<file path="src/rtl/fxp_pkg.sv">
// Shared fixed-point helpers: default operand formats, derived full-resolution
// widths, a constant max() and the two's-complement saturation constants.
package fxp_pkg;

  function automatic int fxp_max(input int a, input int b);
    return (a > b) ? a : b;
  endfunction

  localparam int DEF_NB_IN_A     = 16;
  localparam int DEF_NBF_IN_A    = 14;
  localparam int DEF_NB_IN_B     = 12;
  localparam int DEF_NBF_IN_B    = 11;
  localparam int DEF_NB_OUT      = 11;
  localparam int DEF_NBF_OUT     = 10;
  localparam int DEF_NB_O_ROUND  = 9;
  localparam int DEF_NBF_O_ROUND = 8;
  localparam int DEF_NB_CNT      = 8;

  // One extra integer bit makes A - B exact for any operand pair.
  localparam int NBI_A    = DEF_NB_IN_A - DEF_NBF_IN_A;
  localparam int NBI_B    = DEF_NB_IN_B - DEF_NBF_IN_B;
  localparam int NBI_O_FR = fxp_max(NBI_A, NBI_B) + 1;
  localparam int NBF_O_FR = fxp_max(DEF_NBF_IN_A, DEF_NBF_IN_B);
  localparam int NB_O_FR  = NBI_O_FR + NBF_O_FR;

  function automatic logic [63:0] sat_pos(input int nb);
    return (64'd1 << (nb - 1)) - 64'd1;
  endfunction

  function automatic logic [63:0] sat_neg(input int nb);
    return 64'd1 << (nb - 1);
  endfunction

endpackage

</file>
<file path="src/rtl/fxp_sat_resize.sv">
// Signed MSB-drop with saturation: keeps the low NB_OUT bits when the dropped
// bits are pure sign extension, otherwise clamps to max/min and flags it.
module fxp_sat_resize
  import fxp_pkg::*;
#(
  parameter int NB_IN  = 13,
  parameter int NB_OUT = 11
) (
  input  logic [NB_IN-1:0]  i_data,
  output logic [NB_OUT-1:0] o_data,
  output logic              o_sat
);

  localparam logic [NB_OUT-1:0] POS_MAX = NB_OUT'(sat_pos(NB_OUT));
  localparam logic [NB_OUT-1:0] NEG_MIN = NB_OUT'(sat_neg(NB_OUT));

  logic [NB_IN-NB_OUT:0] msbs;

  always_comb begin
    msbs  = i_data[NB_IN-1:NB_OUT-1];
    o_sat = !((&msbs) || (~|msbs));
    if (!o_sat)               o_data = i_data[NB_OUT-1:0];
    else if (i_data[NB_IN-1]) o_data = NEG_MIN;
    else                      o_data = POS_MAX;
  end

endmodule

</file>
<file path="src/rtl/fxp_sub_pipe.sv">
// Three-stage fixed-point subtractor A - B with full-resolution, truncated and
// rounded saturating outputs, valid/ready flow control and saturation debug.
module fxp_sub_pipe
  import fxp_pkg::*;
#(
  parameter int NB_IN_A     = DEF_NB_IN_A,
  parameter int NBF_IN_A    = DEF_NBF_IN_A,
  parameter int NB_IN_B     = DEF_NB_IN_B,
  parameter int NBF_IN_B    = DEF_NBF_IN_B,
  parameter int NB_OUT      = DEF_NB_OUT,
  parameter int NBF_OUT     = DEF_NBF_OUT,
  parameter int NB_O_ROUND  = DEF_NB_O_ROUND,
  parameter int NBF_O_ROUND = DEF_NBF_O_ROUND,
  parameter int NB_CNT      = DEF_NB_CNT,
  localparam int FR_NBF = fxp_max(NBF_IN_A, NBF_IN_B),
  localparam int FR_NB  = fxp_max(NB_IN_A - NBF_IN_A, NB_IN_B - NBF_IN_B) + 1 + FR_NBF
) (
  input  logic                  i_clock,
  input  logic                  i_reset,
  input  logic                  i_valid,
  output logic                  o_ready,
  input  logic [NB_IN_A-1:0]    i_A,
  input  logic [NB_IN_B-1:0]    i_B,
  output logic                  o_valid,
  input  logic                  i_ready,
  output logic [FR_NB-1:0]      o_diffFR,
  output logic [NB_OUT-1:0]     o_diff_trunc_sat,
  output logic [NB_O_ROUND-1:0] o_diff_round_sat,
  output logic                  o_sat_trunc,
  output logic                  o_sat_round,
  input  logic                  i_clr,
  output logic                  o_sat_sticky,
  output logic [NB_CNT-1:0]     o_sat_cnt
);

  localparam int SH_A  = FR_NBF - NBF_IN_A;
  localparam int SH_B  = FR_NBF - NBF_IN_B;
  localparam int SH_T  = FR_NBF - NBF_OUT;
  localparam int TR_NB = FR_NB - SH_T;
  localparam int SH_R  = FR_NBF - NBF_O_ROUND;
  localparam int RS_NB = FR_NB + 1;
  localparam int RD_NB = RS_NB - SH_R;
  localparam logic signed [RS_NB-1:0] HALF = RS_NB'(1) <<< (SH_R - 1);

  logic                    en;
  logic signed [FR_NB-1:0] a_ext, b_ext;
  logic [TR_NB-1:0]        tr_in;
  logic [NB_OUT-1:0]       tr_sat;
  logic                    tr_flag;
  logic signed [RS_NB-1:0] rs_full;
  logic [NB_O_ROUND-1:0]   rd_sat;
  logic                    rd_flag;
  logic                    sat_evt;

  logic [2:0]              vld_q, vld_d;
  logic signed [FR_NB-1:0] fr1_q, fr1_d, fr2_q, fr2_d, fr3_q, fr3_d;
  logic [NB_OUT-1:0]       tr2_q, tr2_d, tr3_q, tr3_d;
  logic                    st2_q, st2_d, st3_q, st3_d;
  logic [RD_NB-1:0]        rs2_q, rs2_d;
  logic [NB_O_ROUND-1:0]   rd3_q, rd3_d;
  logic                    sr3_q, sr3_d;
  logic [NB_CNT-1:0]       cnt_q, cnt_d;
  logic                    sticky_q, sticky_d;

  fxp_sat_resize #(.NB_IN(TR_NB), .NB_OUT(NB_OUT)) u_trunc (
    .i_data (tr_in),
    .o_data (tr_sat),
    .o_sat  (tr_flag)
  );

  fxp_sat_resize #(.NB_IN(RD_NB), .NB_OUT(NB_O_ROUND)) u_round (
    .i_data (rs2_q),
    .o_data (rd_sat),
    .o_sat  (rd_flag)
  );

  // NOTE: every variable gets its hold value first so no path leaves it unassigned (no latch).
  always_comb begin
    en       = ~vld_q[2] | i_ready;
    a_ext    = FR_NB'($signed(i_A)) <<< SH_A;
    b_ext    = FR_NB'($signed(i_B)) <<< SH_B;
    tr_in    = TR_NB'(fr1_q >>> SH_T);
    rs_full  = RS_NB'(fr1_q) + HALF;
    sat_evt  = vld_q[2] & i_ready & (st3_q | sr3_q);

    vld_d    = vld_q;
    fr1_d    = fr1_q;
    fr2_d    = fr2_q;
    fr3_d    = fr3_q;
    tr2_d    = tr2_q;
    tr3_d    = tr3_q;
    st2_d    = st2_q;
    st3_d    = st3_q;
    rs2_d    = rs2_q;
    rd3_d    = rd3_q;
    sr3_d    = sr3_q;
    cnt_d    = cnt_q;
    sticky_d = sticky_q;

    // One shared enable: a stalled output freezes the whole pipe.
    if (en) begin
      vld_d = {vld_q[1:0], i_valid};
      fr1_d = a_ext - b_ext;
      fr2_d = fr1_q;
      tr2_d = tr_sat;
      st2_d = tr_flag;
      rs2_d = RD_NB'(rs_full >>> SH_R);
      fr3_d = fr2_q;
      tr3_d = tr2_q;
      st3_d = st2_q;
      rd3_d = rd_sat;
      sr3_d = rd_flag;
    end

    if (i_clr) begin
      cnt_d    = '0;
      sticky_d = 1'b0;
    end else if (sat_evt) begin
      sticky_d = 1'b1;
      if (~&cnt_q) cnt_d = cnt_q + NB_CNT'(1);
    end
  end

  // NOTE: data registers are reset too, so outputs read as zero right after reset.
  always_ff @(posedge i_clock or posedge i_reset) begin
    if (i_reset) begin
      vld_q    <= '0;
      fr1_q    <= '0;
      fr2_q    <= '0;
      fr3_q    <= '0;
      tr2_q    <= '0;
      tr3_q    <= '0;
      st2_q    <= 1'b0;
      st3_q    <= 1'b0;
      rs2_q    <= '0;
      rd3_q    <= '0;
      sr3_q    <= 1'b0;
      cnt_q    <= '0;
      sticky_q <= 1'b0;
    end else begin
      // NOTE: non-blocking assignments keep every stage sampling pre-edge values.
      vld_q    <= vld_d;
      fr1_q    <= fr1_d;
      fr2_q    <= fr2_d;
      fr3_q    <= fr3_d;
      tr2_q    <= tr2_d;
      tr3_q    <= tr3_d;
      st2_q    <= st2_d;
      st3_q    <= st3_d;
      rs2_q    <= rs2_d;
      rd3_q    <= rd3_d;
      sr3_q    <= sr3_d;
      cnt_q    <= cnt_d;
      sticky_q <= sticky_d;
    end
  end

  assign o_ready          = en & ~i_reset;
  assign o_valid          = vld_q[2];
  assign o_diffFR         = fr3_q;
  assign o_diff_trunc_sat = tr3_q;
  assign o_diff_round_sat = rd3_q;
  assign o_sat_trunc      = st3_q;
  assign o_sat_round      = sr3_q;
  assign o_sat_sticky     = sticky_q;
  assign o_sat_cnt        = cnt_q;

endmodule

</file>
<file path="config.mk">
export PLATFORM = sky130hd
export DESIGN_NAME = fxp_sub_pipe
export DESIGN_NICKNAME = d
export VERILOG_FILES = /design/src/rtl/fxp_pkg.sv /design/src/rtl/fxp_sat_resize.sv /design/src/rtl/fxp_sub_pipe.sv
export SDC_FILE = /design/constraint.sdc
export NUM_CORES = 1
export LEC_CHECK = 0
export BUFFER_PORTS_ARGS = -buffer_cell sky130_fd_sc_hd__buf_2
export CORE_MARGIN = 3
export CORE_UTILIZATION = 56
export DETAILED_ROUTE_END_ITERATION = 6
export GPL_TIMING_DRIVEN = 0
export PLACE_DENSITY = 0.89
export RECOVER_POWER = 25
export REMOVE_ABC_BUFFERS = 1
export SLEW_MARGIN = 20
export SYNTH_ARGS = -nofsm -noshare
export SYNTH_HDL_FRONTEND = slang
export SYNTH_SLANG_ARGS = --single-unit
</file>
<file path="constraint.sdc">
create_clock -name i_clock -period 4.15 [get_ports i_clock]
set_input_delay 0.6225 -clock i_clock [delete_from_list [all_inputs] [get_ports i_clock]]
set_output_delay 0.6225 -clock i_clock [all_outputs]
set_load 0.05 [all_outputs]
</file>
* After elaboration in Yosys (flattened, before gate mapping) *
Cells that the tools add are included.

operators by class
  add/sub/neg operators = 3
  equal/unequal tests = 1
  mux-type cells = 9
  bitwise gates (word level) = 7
  reduce and logical (&&, ||, !) cells = 13

operators with widths
  kind                   number
  $mux 8                 3
  $mux 11                2
  $add 17x7->18 const B  1
  $mux 9                 2
  $sub 16x15->17         1
  $add 8x1->8 const B    1
  $reduce_and 8->1       1
  $logic_not 1->1        4
  $reduce_and 4->1       1
  $reduce_or 4->1        1
  $and 1x1->1            3
  $reduce_and 3->1       1
  $reduce_or 3->1        1
  $logic_or 1x1->1       2
  $mux 1                 2
  $ne 2x2->1 const B     1
  $not 1->1              2
  $or 1x1->1             2
  $reduce_and 2->1       1
  $reduce_bool 2->1      1

word-level totals
  bits in registers = 109
  input port bits = 33
  output and inout port bits = 50
  word-level logic and storage cells = 46

* Longest topological paths before layout *
Gate-level depths: netlist (run 1).

  depth in word-level cells = 4
  gate-level depth with buffers = 9
  mapped depth without buffers = 9

* Hierarchy *
A second synthesis (run 1) with hierarchy kept.

unflattened totals
  cells, all modules = 636
  area total of the unflattened synthesis = 5464.0 um^2

by module, submodules not included
  module                     times used  cells an instance  area an instance (um^2)  seq. area each (um^2)
  fxp_sub_pipe               1           563                4956.0                   2727.6
  fxp_sat_resize at u_trunc  1           39                 277.8                    0.0
  fxp_sat_resize at u_round  1           34                 230.2                    0.0

* Worst setup path after synthesis (run 1) *
OpenSTA, ideal clock, no wires.

  path type = register to output
  from = register vld_q[2]
  to = output o_ready
  data arrival time = 1.976 ns
  required time = 3.527 ns
  path slack = 1.551 ns
  stages on the path, launching flop included = 6
  cells stage by stage = dfrtp_1 nor2b_1 buf_2 clkbuf_1 buf_1 nor2_1

on the way
  cells in the longest elaborated chain, start to end = 3

RTL lines
  item                      RTL line             RTL
  start: declaration        fxp_sub_pipe.sv:55   logic [2:0] vld_q, vld_d;
  start signal: assignment  fxp_sub_pipe.sv:142  vld_q <= vld_d;
  $not 1->1                 fxp_sub_pipe.sv:79   en = ~vld_q[2] | i_ready;
  $or 1x1->1                fxp_sub_pipe.sv:79
  $and 1x1->1               fxp_sub_pipe.sv:158  assign o_ready = en & ~i_reset;
  end: declaration          fxp_sub_pipe.sv:21   output logic o_ready,

Every way passes these cells.

* Worst setup path in the final report (run 1) *
Same ends and word-level chain as after synthesis.

==> reports/qor.yml, run 1 <==
grt:
  grt_pass1_wl_um: 18300
  track_usage: 0.220
  antenna_found_initial: 0
  grt_pass1_vias: 4094
  grt_overflow: 0
  grt_max_degree: 76
routing:
  ant_nets: 0
  viasPerCell: 5.40
  drc: 0
  routed_wl_um: 10500
  dr.pass1.iters: 4
  dr_total_vias: 4145
  wire_per_inst_um: 13.7
  drtIter0Drc: 193
yosys:
  syn_area_um2: 5100
  synth.most_common_cell: "nand2_1"
  syn_area_per_cell_um2: 8.63
  ys_types: 41
  synth_edf_count: 0
  synth_warnings: 0
  yosysSeqAreaShare: 0.535
  synth_common_cells: "nand2_1, dfrtp_1, nor2_1"
  yosys.area.top_type: "dfrtp_1"
  async_flop_share: 1.00
  syn-instance-count: 591
  yosysTopAreaCellShare: 0.535
  synth-seq-cells: 109
  synth_ff_type: "dfrtp_1"
  synthTopCellsByArea: "dfrtp_1, nand2_1, ha_1"
floorplanning:
  pin_count: 83
  start_util: 0.582
  num_rows: 34
  dieHeight_um: 101
  fp.dieW_um: 101
  die_area_um2: 10300
  coreArea_um2: 8760
clock_network:
  clk_pin_slew_worst_paths_ns: 0.10
  ctsRootBufferMaster: "clkbuf_8"
  h-tree-depth: 3
  cts_buffers: 9
  clkLatencyLatePin_ns: 0.37
  post_cts_buffers: 0
  postCtsHoldBufs: 0
  cts_resized: 0
  clock_path_buffers: 2
  tritoncts: "built"
  clkSinkCount: 109
worst_setup_path:
  worst_ep_required_time_ns: 3.53
  setup.worst_path.end_class: "output pin"
  cp_max_fo: 28
  critPathKind: "reg2out"
  crit_path_start_kind: "register"
  cp_data_arrival_time_ns: 1.97
cells_and_area:
  drive_above_1_share: 0.167
  fillers: 692
  multi_input_area_um2: 2190
  syn_to_final_growth_pct: 15.3
  regArea_um2: 2730
  diodes: 0
  post-route-util: 0.671
  nets: 704
sta:
  fmax_ghz: 0.386
  setup_viol_count_final: 0
  finalWorstSetupSlack_ns: 1.56
  tightest_slew_ns: 1.74
  rsz0062_at_grt: "false"
  finalHoldViolations: 0
  period_needed_ns: 2.59
  maxSlewHeadroom: -0.168
  finalClockSkew_ns: 0.00901
  period_share: 0.624
  slew_violations: 38
place:
  gp_congestion: 0.821
  dpl.hpwl_um: 7420
  dpl_worst_slack_ns: 1.48
  io_buffers: 82
status:
  violations: "max-capacitance violations, max-slew violations"
  outcome: "finished with violations"
run:
  cap_violations: 1
pwr:
  p_leak_uw: 0.00296
  irDropWorstVdd_mv: 0.328
  power.density_nw_per_um2: 740
min_path:
  hp-class: "in2reg"
[flip-flops by register name (all words and copies together), names as in the netlist]
register,flops
o_sat_sticky,1
vld_q,3
st2_q,1
rs2_q,12
o_diffFR,17
o_sat_trunc,1
fr2_q,17
fr1_q,17
o_diff_trunc_sat,11
o_sat_cnt,8
o_diff_round_sat,9
o_sat_round,1
tr2_q,11
[per-stage QoR]
step	std cells	hold WS, ns	area, um2	total power (uW)	TNS, ns
6_report	768	0.448	5880	4350	0
5_1_grt	768	0.453	5880	4640	0
4_1_cts	768	0.236	5890	4390	0
3_5_place_dp	752	0.451	5670	3680	0
3_3_place_gp	747	0.444	5510	3570	-197.28
2_1_floorplan	557	0.430	4970	3160	-29.52
[report_power, final]
part           leakage [uW]  switching, uW  total [uW]  internal [uW]
registers           0.00130            326        1820           1490
logic               0.00154           1310        1820            511
clock network      0.000113            364         711            347
[final timing paths]
| check | start | end | slack, ns | depth (start not counted) |
|---|---|---|---|---|
| worst max-delay path | vld_q[2] | o_ready | 1.56 | 5 |
| worst min-delay path | i_A[2] | fr1_q[2] | 0.45 | 3 |
| worst max register to register | vld_q[2] | fr1_q[16] | 2.45 | 4 |
| worst min register to register | o_diff_trunc_sat[7] | o_diff_trunc_sat[7] | 0.47 | 2 |
| max in group asynchronous | i_reset | fr1_q[3] | 2.54 | 3 |
| min in group asynchronous | i_reset | fr1_q[2] | 0.66 | 2 |
[placed cells by master (no fill, tap or decap), types with 3 or more instances in the layout]
cell / n
nand2_1: 217
dfrtp_1: 109
buf_2: 81
nor2_1: 50
o21ai_0: 33
a21oi_1: 23
xnor2_1: 16
ha_1: 15
inv_1: 14
nor3_1: 9
nand3_1: 9
clkbuf_8: 9
xor2_1: 7
a21o_1: 5
and3_1: 5
o31ai_1: 5
nand4_1: 5
buf_16: 5
nand2b_1: 3
o21a_1: 3
nor4_1: 3
[cell families after synthesis]
logic type      count (synthesis)  share of synthesized area
compound gates                 84                      0.101
xor+xnor                       23                     0.0395
fa+ha+maj                      16                     0.0407
buf+inv                        49                     0.0368
flops                         109                      0.535
mux                             2                    0.00417
simple gates                  308                      0.243
[area by class of cell]
type	count	area share
inverters	15	0.00979
clock buffers	10	0.0217
multi-input cells	433	0.373
well taps	108	0.0230
clock inverters	6	0.0160
repair buffers	87	0.0930
flip-flops and latches	109	0.464
[metal layers]
layer  wire length, um  global-route usage
met5                 0                   0
met4               216              0.0869
met3               469              0.0344
met2              5110               0.376
met1              4750               0.280
[worst max-delay path: stages, from the launching register on]
cell and delay, ns:
dfrtp_1 0.40, nor2b_4 0.54, buf_16 0.24, buf_16 0.17, nor2_1 0.04, buf_2 0.20
(Power assumes the default switching activity.)
==> run 2, diff against run 1 <==
Clock period 4.15 ns to 2.64 ns, I/O delays scaled along.
==> run 2 against run 1 <==
  * The run still ends with max-capacitance violations, max-slew violations left
  * Via count about the same
  * Flip-flop and latch count unchanged
  * Hold slack worse by 0.23 ns
  * Clock-buffer cell count unchanged
  * Combinational power up 57%
  * Sequential share of layout area up 0.099 points
  * Critical path depth unchanged
  * Largest power group unchanged
  * Global-route usage unchanged
  * Highest routed layer unchanged
  * Final area down 0.21%
==> reports/qor.yml, run 2 (synthesized netlist as in run 1, its figures left out) <==
routing:
  drtIter0Drc: 179
  routed_wl_um: 10500
  drc: 0
  ant_nets: 0
  viasPerCell: 5.40
  wire_per_inst_um: 13.7
  dr_total_vias: 4147
  dr.pass1.iters: 4
floorplanning:
  dieHeight_um: 101
  start_util: 0.582
  coreArea_um2: 8760
  fp.dieW_um: 101
  num_rows: 34
  die_area_um2: 10300
  pin_count: 83
sta:
  period_share: 0.917
  finalWorstSetupSlack_ns: 0.220
  finalClockSkew_ns: 0.00894
  setup_viol_count_final: 0
  hold_slack_ns: 0.216
  fmax_ghz: 0.413
  maxSlewHeadroom: -0.0965
  period_needed_ns: 2.42
  slew_violations: 39
  rsz0062_at_grt: "false"
  tightest_slew_ns: 1.64
  finalHoldViolations: 0
pwr:
  power.density_nw_per_um2: 1170
  p_total_uw: 6840
  p_leak_uw: 0.00296
  irDropWorstVdd_mv: 0.515
place:
  place_inst: 752
  dpl.hpwl_um: 7420
  dpl_worst_slack_ns: 0.192
  place_area_um2: 5670
  gp_congestion: 0.821
  io_buffers: 82
clock_network:
  clkLatencyLatePin_ns: 0.38
  ctsRootBufferMaster: "clkbuf_8"
  cts_buffers: 9
  clk_pin_slew_worst_paths_ns: 0.10
  postCtsHoldBufs: 0
  post_cts_buffers: 0
  clkSinkCount: 109
  cts_resized: 0
  h-tree-depth: 3
  tritoncts: "built"
  clock_path_buffers: 2
run:
  cap_violations: 1
cells_and_area:
  mostFrequentLayoutCells: "nand2_1, dfrtp_1, buf_2"
  drive_above_1_share: 0.168
  diodes: 0
  design_area_um2: 5870
  fillers: 694
  final_common_cell: "nand2_1"
  syn_to_final_growth_pct: 15.1
  layout.cells.non_filler: 768
  nets: 704
min_path:
  hp-class: "in2reg"
worst_setup_path:
  critPathKind: "reg2out"
  crit_path_start_kind: "register"
  setup.worst_path.end_class: "output pin"
  worst_ep_required_time_ns: 2.24
  cp_max_fo: 28
  cp_data_arrival_time_ns: 2.02
grt:
  grt_pass1_vias: 4094
  grt_pass1_wl_um: 18300
  grt_max_degree: 76
  track_usage: 0.220
  grt_overflow: 0
  antenna_found_initial: 0
status:
  violations: "max-capacitance violations, max-slew violations"
  outcome: "finished with violations"
-- run 2: critical path: stages, from the launching register on --
cell and delay (ns):
dfrtp_1 0.44, nor2b_4 0.55, buf_16 0.24, buf_16 0.17
nor2_1 0.04, buf_2 0.20
-- run 2: metal layers --
layer | share of wire | vias up | track usage
li1 | - | 2043 | -
met2 | 0.49 | 108 | 0.376
met5 | 0 | - | 0
met1 | 0.44 | 1978 | 0.280
met4 | 0.017 | 0 | 0.0869
met3 | 0.052 | 18 | 0.0344
-- run 2: layout make-up --
cell class                      count  area, um2  share of cell area
Sequential cell                   109       2730               0.465
Timing Repair Buffer               87        527              0.0898
Clock inverter                      6       93.8              0.0160
Tap cell                          108        135              0.0230
Inverter                           15       57.6             0.00981
Multi-Input combinational cell    433       2200               0.375
Clock buffer                       10        128              0.0217
-- run 2: report_power, final --
group / leakage [uW] / internal, uW / switching [uW] / total [uW]
sequential: 0.00130 / 2350 / 517 / 2860
combinational: 0.00154 / 802 / 2060 / 2860
clock: 0.000113 / 545 / 575 / 1120
-- run 2: path summary, 6_finish.rpt --
check	start	to	slack (ns)	cells after the start
max	vld_q[2]	o_ready	0.22	5
min	i_A[2]	fr1_q[2]	0.22	3
max reg2reg	vld_q[2]	fr1_q[16]	0.90	4
min reg2reg	o_diff_trunc_sat[7]	o_diff_trunc_sat[7]	0.47	2
max in group asynchronous	i_reset	fr1_q[6]	0.59	3
min in group asynchronous	i_reset	fr1_q[2]	0.39	2
-- run 2: metrics by stage --
| stage | setup TNS, ns | util |
|---|---|---|
| 2_1_floorplan | -233.86 | - |
| 3_3_place_gp | -456.41 | 0.629 |
| 3_5_place_dp | 0 | 0.647 |
| 4_1_cts | 0 | 0.672 |
| 5_1_grt | 0 | 0.670 |
| 6_report | 0 | 0.670 |
==> run 3, diff against run 2 <==
--- a/config.mk
+++ b/config.mk
@@ -6,13 +6,14 @@
 export NUM_CORES = 1
 export LEC_CHECK = 0
+export ABC_AREA = 1
 export BUFFER_PORTS_ARGS = -buffer_cell sky130_fd_sc_hd__buf_2
 export CORE_MARGIN = 3
-export CORE_UTILIZATION = 56
+export CORE_UTILIZATION = 57
 export DETAILED_ROUTE_END_ITERATION = 6
 export GPL_TIMING_DRIVEN = 0
-export PLACE_DENSITY = 0.89
+export PLACE_DENSITY = 0.9
 export RECOVER_POWER = 25
 export REMOVE_ABC_BUFFERS = 1
-export SLEW_MARGIN = 20
+export SLEW_MARGIN = 40
 export SYNTH_ARGS = -nofsm -noshare
 export SYNTH_HDL_FRONTEND = slang
==> constraint.sdc (replaced) <==
create_clock -name i_clock -period 2.64 [get_ports i_clock]
set_input_delay 0.264 -clock i_clock [delete_from_list [all_inputs] [get_ports i_clock]]
set_output_delay 0.264 -clock i_clock [all_outputs]
set_load 0.05 [all_outputs]
==> run 3 against run 2 <==
  * The flow now finishes without violations
  * Sequential power shrank 3%
  * Hold slack got worse by 0.12 ns
  * Die area increased by 1.6%
  * Total power is 0.72% lower
  * Synthesized cell count grew 11%
  * Combinational power rose by 6%
  * Register-to-register slack worse by 0.24 ns
  * Area after synthesis increased by 3.5%
  * Sequential share of layout area shrank 1.2 points
  * Global-route usage grew 0.14 points
  * Non-clock buffer count unchanged
  * Critical path type unchanged
  * Largest cell class unchanged
  * Highest routed layer unchanged
==> reports/qor.yml, run 3 <==
status:
  outcome: "completed"
grt:
  grt_pass1_vias: 4340
  grt_pass1_wl_um: 18700
  grt_overflow: 0
  grt_max_degree: 87
  antenna_found_initial: 0
  track_usage: 0.221
floorplanning:
  dieHeight_um: 102
  pin_count: 83
  fp.dieW_um: 102
  coreArea_um2: 8850
  die_area_um2: 10500
  num_rows: 34
  start_util: 0.596
clock_network:
  cts_buffers: 9
  tritoncts: "built"
  clkLatencyLatePin_ns: 0.37
  post_cts_buffers: 0
  h-tree-depth: 3
  clk_pin_slew_worst_paths_ns: 0.11
  ctsRootBufferMaster: "clkbuf_8"
  clock_path_buffers: 2
  clkSinkCount: 109
cells_and_area:
  syn_to_final_growth_pct: 14.1
  diodes: 0
  mostFrequentLayoutCells: "nand2_1, dfrtp_1, inv_1"
  final_common_cell: "nand2_1"
  layout.cells.non_filler: 844
  drive_above_1_share: 0.158
  nets: 780
  post-route-util: 0.680
yosys:
  synth.most_common_cell: "nand2_1"
  synth_ff_type: "dfrtp_1"
  yosysSeqAreaShare: 0.517
  synth_edf_count: 0
  syn-instance-count: 656
  synth-seq-cells: 109
  synthTopCellsByArea: "dfrtp_1, nand2_1, inv_1"
  syn_area_per_cell_um2: 8.05
  async_flop_share: 1.00
  synth_warnings: 0
  yosys.area.top_type: "dfrtp_1"
  yosysTopAreaCellShare: 0.517
  ys_types: 34
  syn_area_um2: 5280
  synth_common_cells: "nand2_1, dfrtp_1, inv_1"
pwr:
  switching_power_uw: 3230
  irDropWorstVdd_mv: 0.526
  p_comb_frac: 0.444
  p_int_uw: 3570
  swShare: 0.475
  power.density_nw_per_um2: 1130
  p_leak_uw: 0.00320
  power_frac_seq: 0.408
  pwr-share-clk: 0.148
sta:
  period_share: 0.788
  tightest_slew_ns: 1.11
  fmax_ghz: 0.480
  period_needed_ns: 2.08
  slew_violations: 0
  rsz0062_at_grt: "false"
  setup_viol_count_final: 0
  finalHoldViolations: 0
  maxSlewHeadroom: 0.256
  finalClockSkew_ns: 0.0130
worst_setup_path:
  setup.worst_path.end_class: "output pin"
  cp_max_fo: 32
  cp_data_arrival_time_ns: 1.82
  crit_path_start_kind: "register"
  critPathKind: "reg2out"
  worst_ep_required_time_ns: 2.38
routing:
  dr.pass1.iters: 5
  ant_nets: 0
  drtIter0Drc: 234
  drc: 0
  viasPerCell: 5.30
  routed_wl_um: 10800
  wire_per_inst_um: 12.8
  dr_total_vias: 4475
place:
  place_inst: 827
  gp_congestion: 0.800
  io_buffers: 82
  dpl.hpwl_um: 7580
run:
  cap_violations: 0
min_path:
  hp-class: "in2reg"
-- run 3: cell types whose count changed after synthesis, sizes merged, moves of 5 or more --
cell / previous run / this run
and3: 5 / 0
clkbuf: 22 / 10
inv: 15 / 87
nand2: 217 / 229
nand3: 9 / 36
nor2: 50 / 40
nor3: 9 / 4
o211ai: 0 / 15
o21ai: 34 / 56
o31ai: 5 / 0
xnor2: 16 / 2
-- run 3: kinds of logic (layout without fill, tap and decap cells) --
kind of cell	after synthesis	after routing	share of synthesized area
AO/OA/AOI/OAI	94	94	0.102
buffers and inverters	110	190	0.0835
AND/OR/NAND/NOR	321	321	0.248
flip-flops	109	109	0.517
adder cells (fa/ha/maj)	16	16	0.0394
XOR/XNOR	6	6	0.00996
-- run 3: power by group through the flow --
stage | clock, uW | combinational (uW) | sequential (uW)
2_1_floorplan | 0 | 1130 | 3870
3_3_place_gp | 0 | 2880 | 2760
3_5_place_dp | 0 | 3020 | 2800
4_1_cts | 1030 | 3040 | 2770
5_1_grt | 1080 | 3310 | 2860
6_report | 1000 | 3020 | 2780
-- run 3: what timing repair did --
item                                   4_1_cts  5_1_grt
endpoints found under the hold margin       23        0
resized for setup                            0        0
hold buffers                                 1        0
-- run 3: metal layers --
layer / wire (um) / GRT usage / vias to the layer above
met5: 0 / 0 / -
met4: 166 / 0.0827 / 0
met3: 483 / 0.0348 / 14
met2: 5220 / 0.379 / 130
met1: 4900 / 0.284 / 2112
li1: - / - / 2219
-- run 3: area by class of cell --
class                   count  area [um2]
multi-input cells         437        2110
inverters                  87         333
clock buffers               9         124
fillers                   690        2830
well taps                 108         135
flip-flops and latches    109        2730
clock inverters             7        72.6
repair buffers             87         517
-- run 3: final timing paths --
path                            cells after the start             endpoint  slack (ns)  startpoint
worst max register to register                      6             tr2_q[0]        0.66    vld_q[2]
worst max-delay path                                5              o_ready        0.56    vld_q[2]
worst min-delay path                                3             vld_q[0]         0.1     i_valid
min in group asynchronous                           3          o_diffFR[2]        0.65     i_reset
max in group asynchronous                           4  o_diff_round_sat[8]        1.12     i_reset
worst min register to register                      2  o_diff_trunc_sat[5]        0.47    tr2_q[5]
-- run 3: metrics by stage --
step	setup TNS, ns	setup slack, ns	total power [uW]	cell area, um2	hold WS (ns)
CTS	0	0.530	6830	6030	0.0789
detailed placement	0	0.671	5820	5820	0.223
finish	0	0.559	6800	6020	0.0977
global placement	-227.56	-1.49	5640	5710	0.434
floorplan	-79.91	-0.549	4990	5160	0.330
global route	0	0.429	7250	6020	0.0880
-- run 3: worst max-delay path, cell delays in order (launching register included) --
cell	delay, ns
dfrtp_1	0.38
inv_1	0.07
nor2_4	0.45
buf_8	0.27
nor2_1	0.05
buf_2	0.20
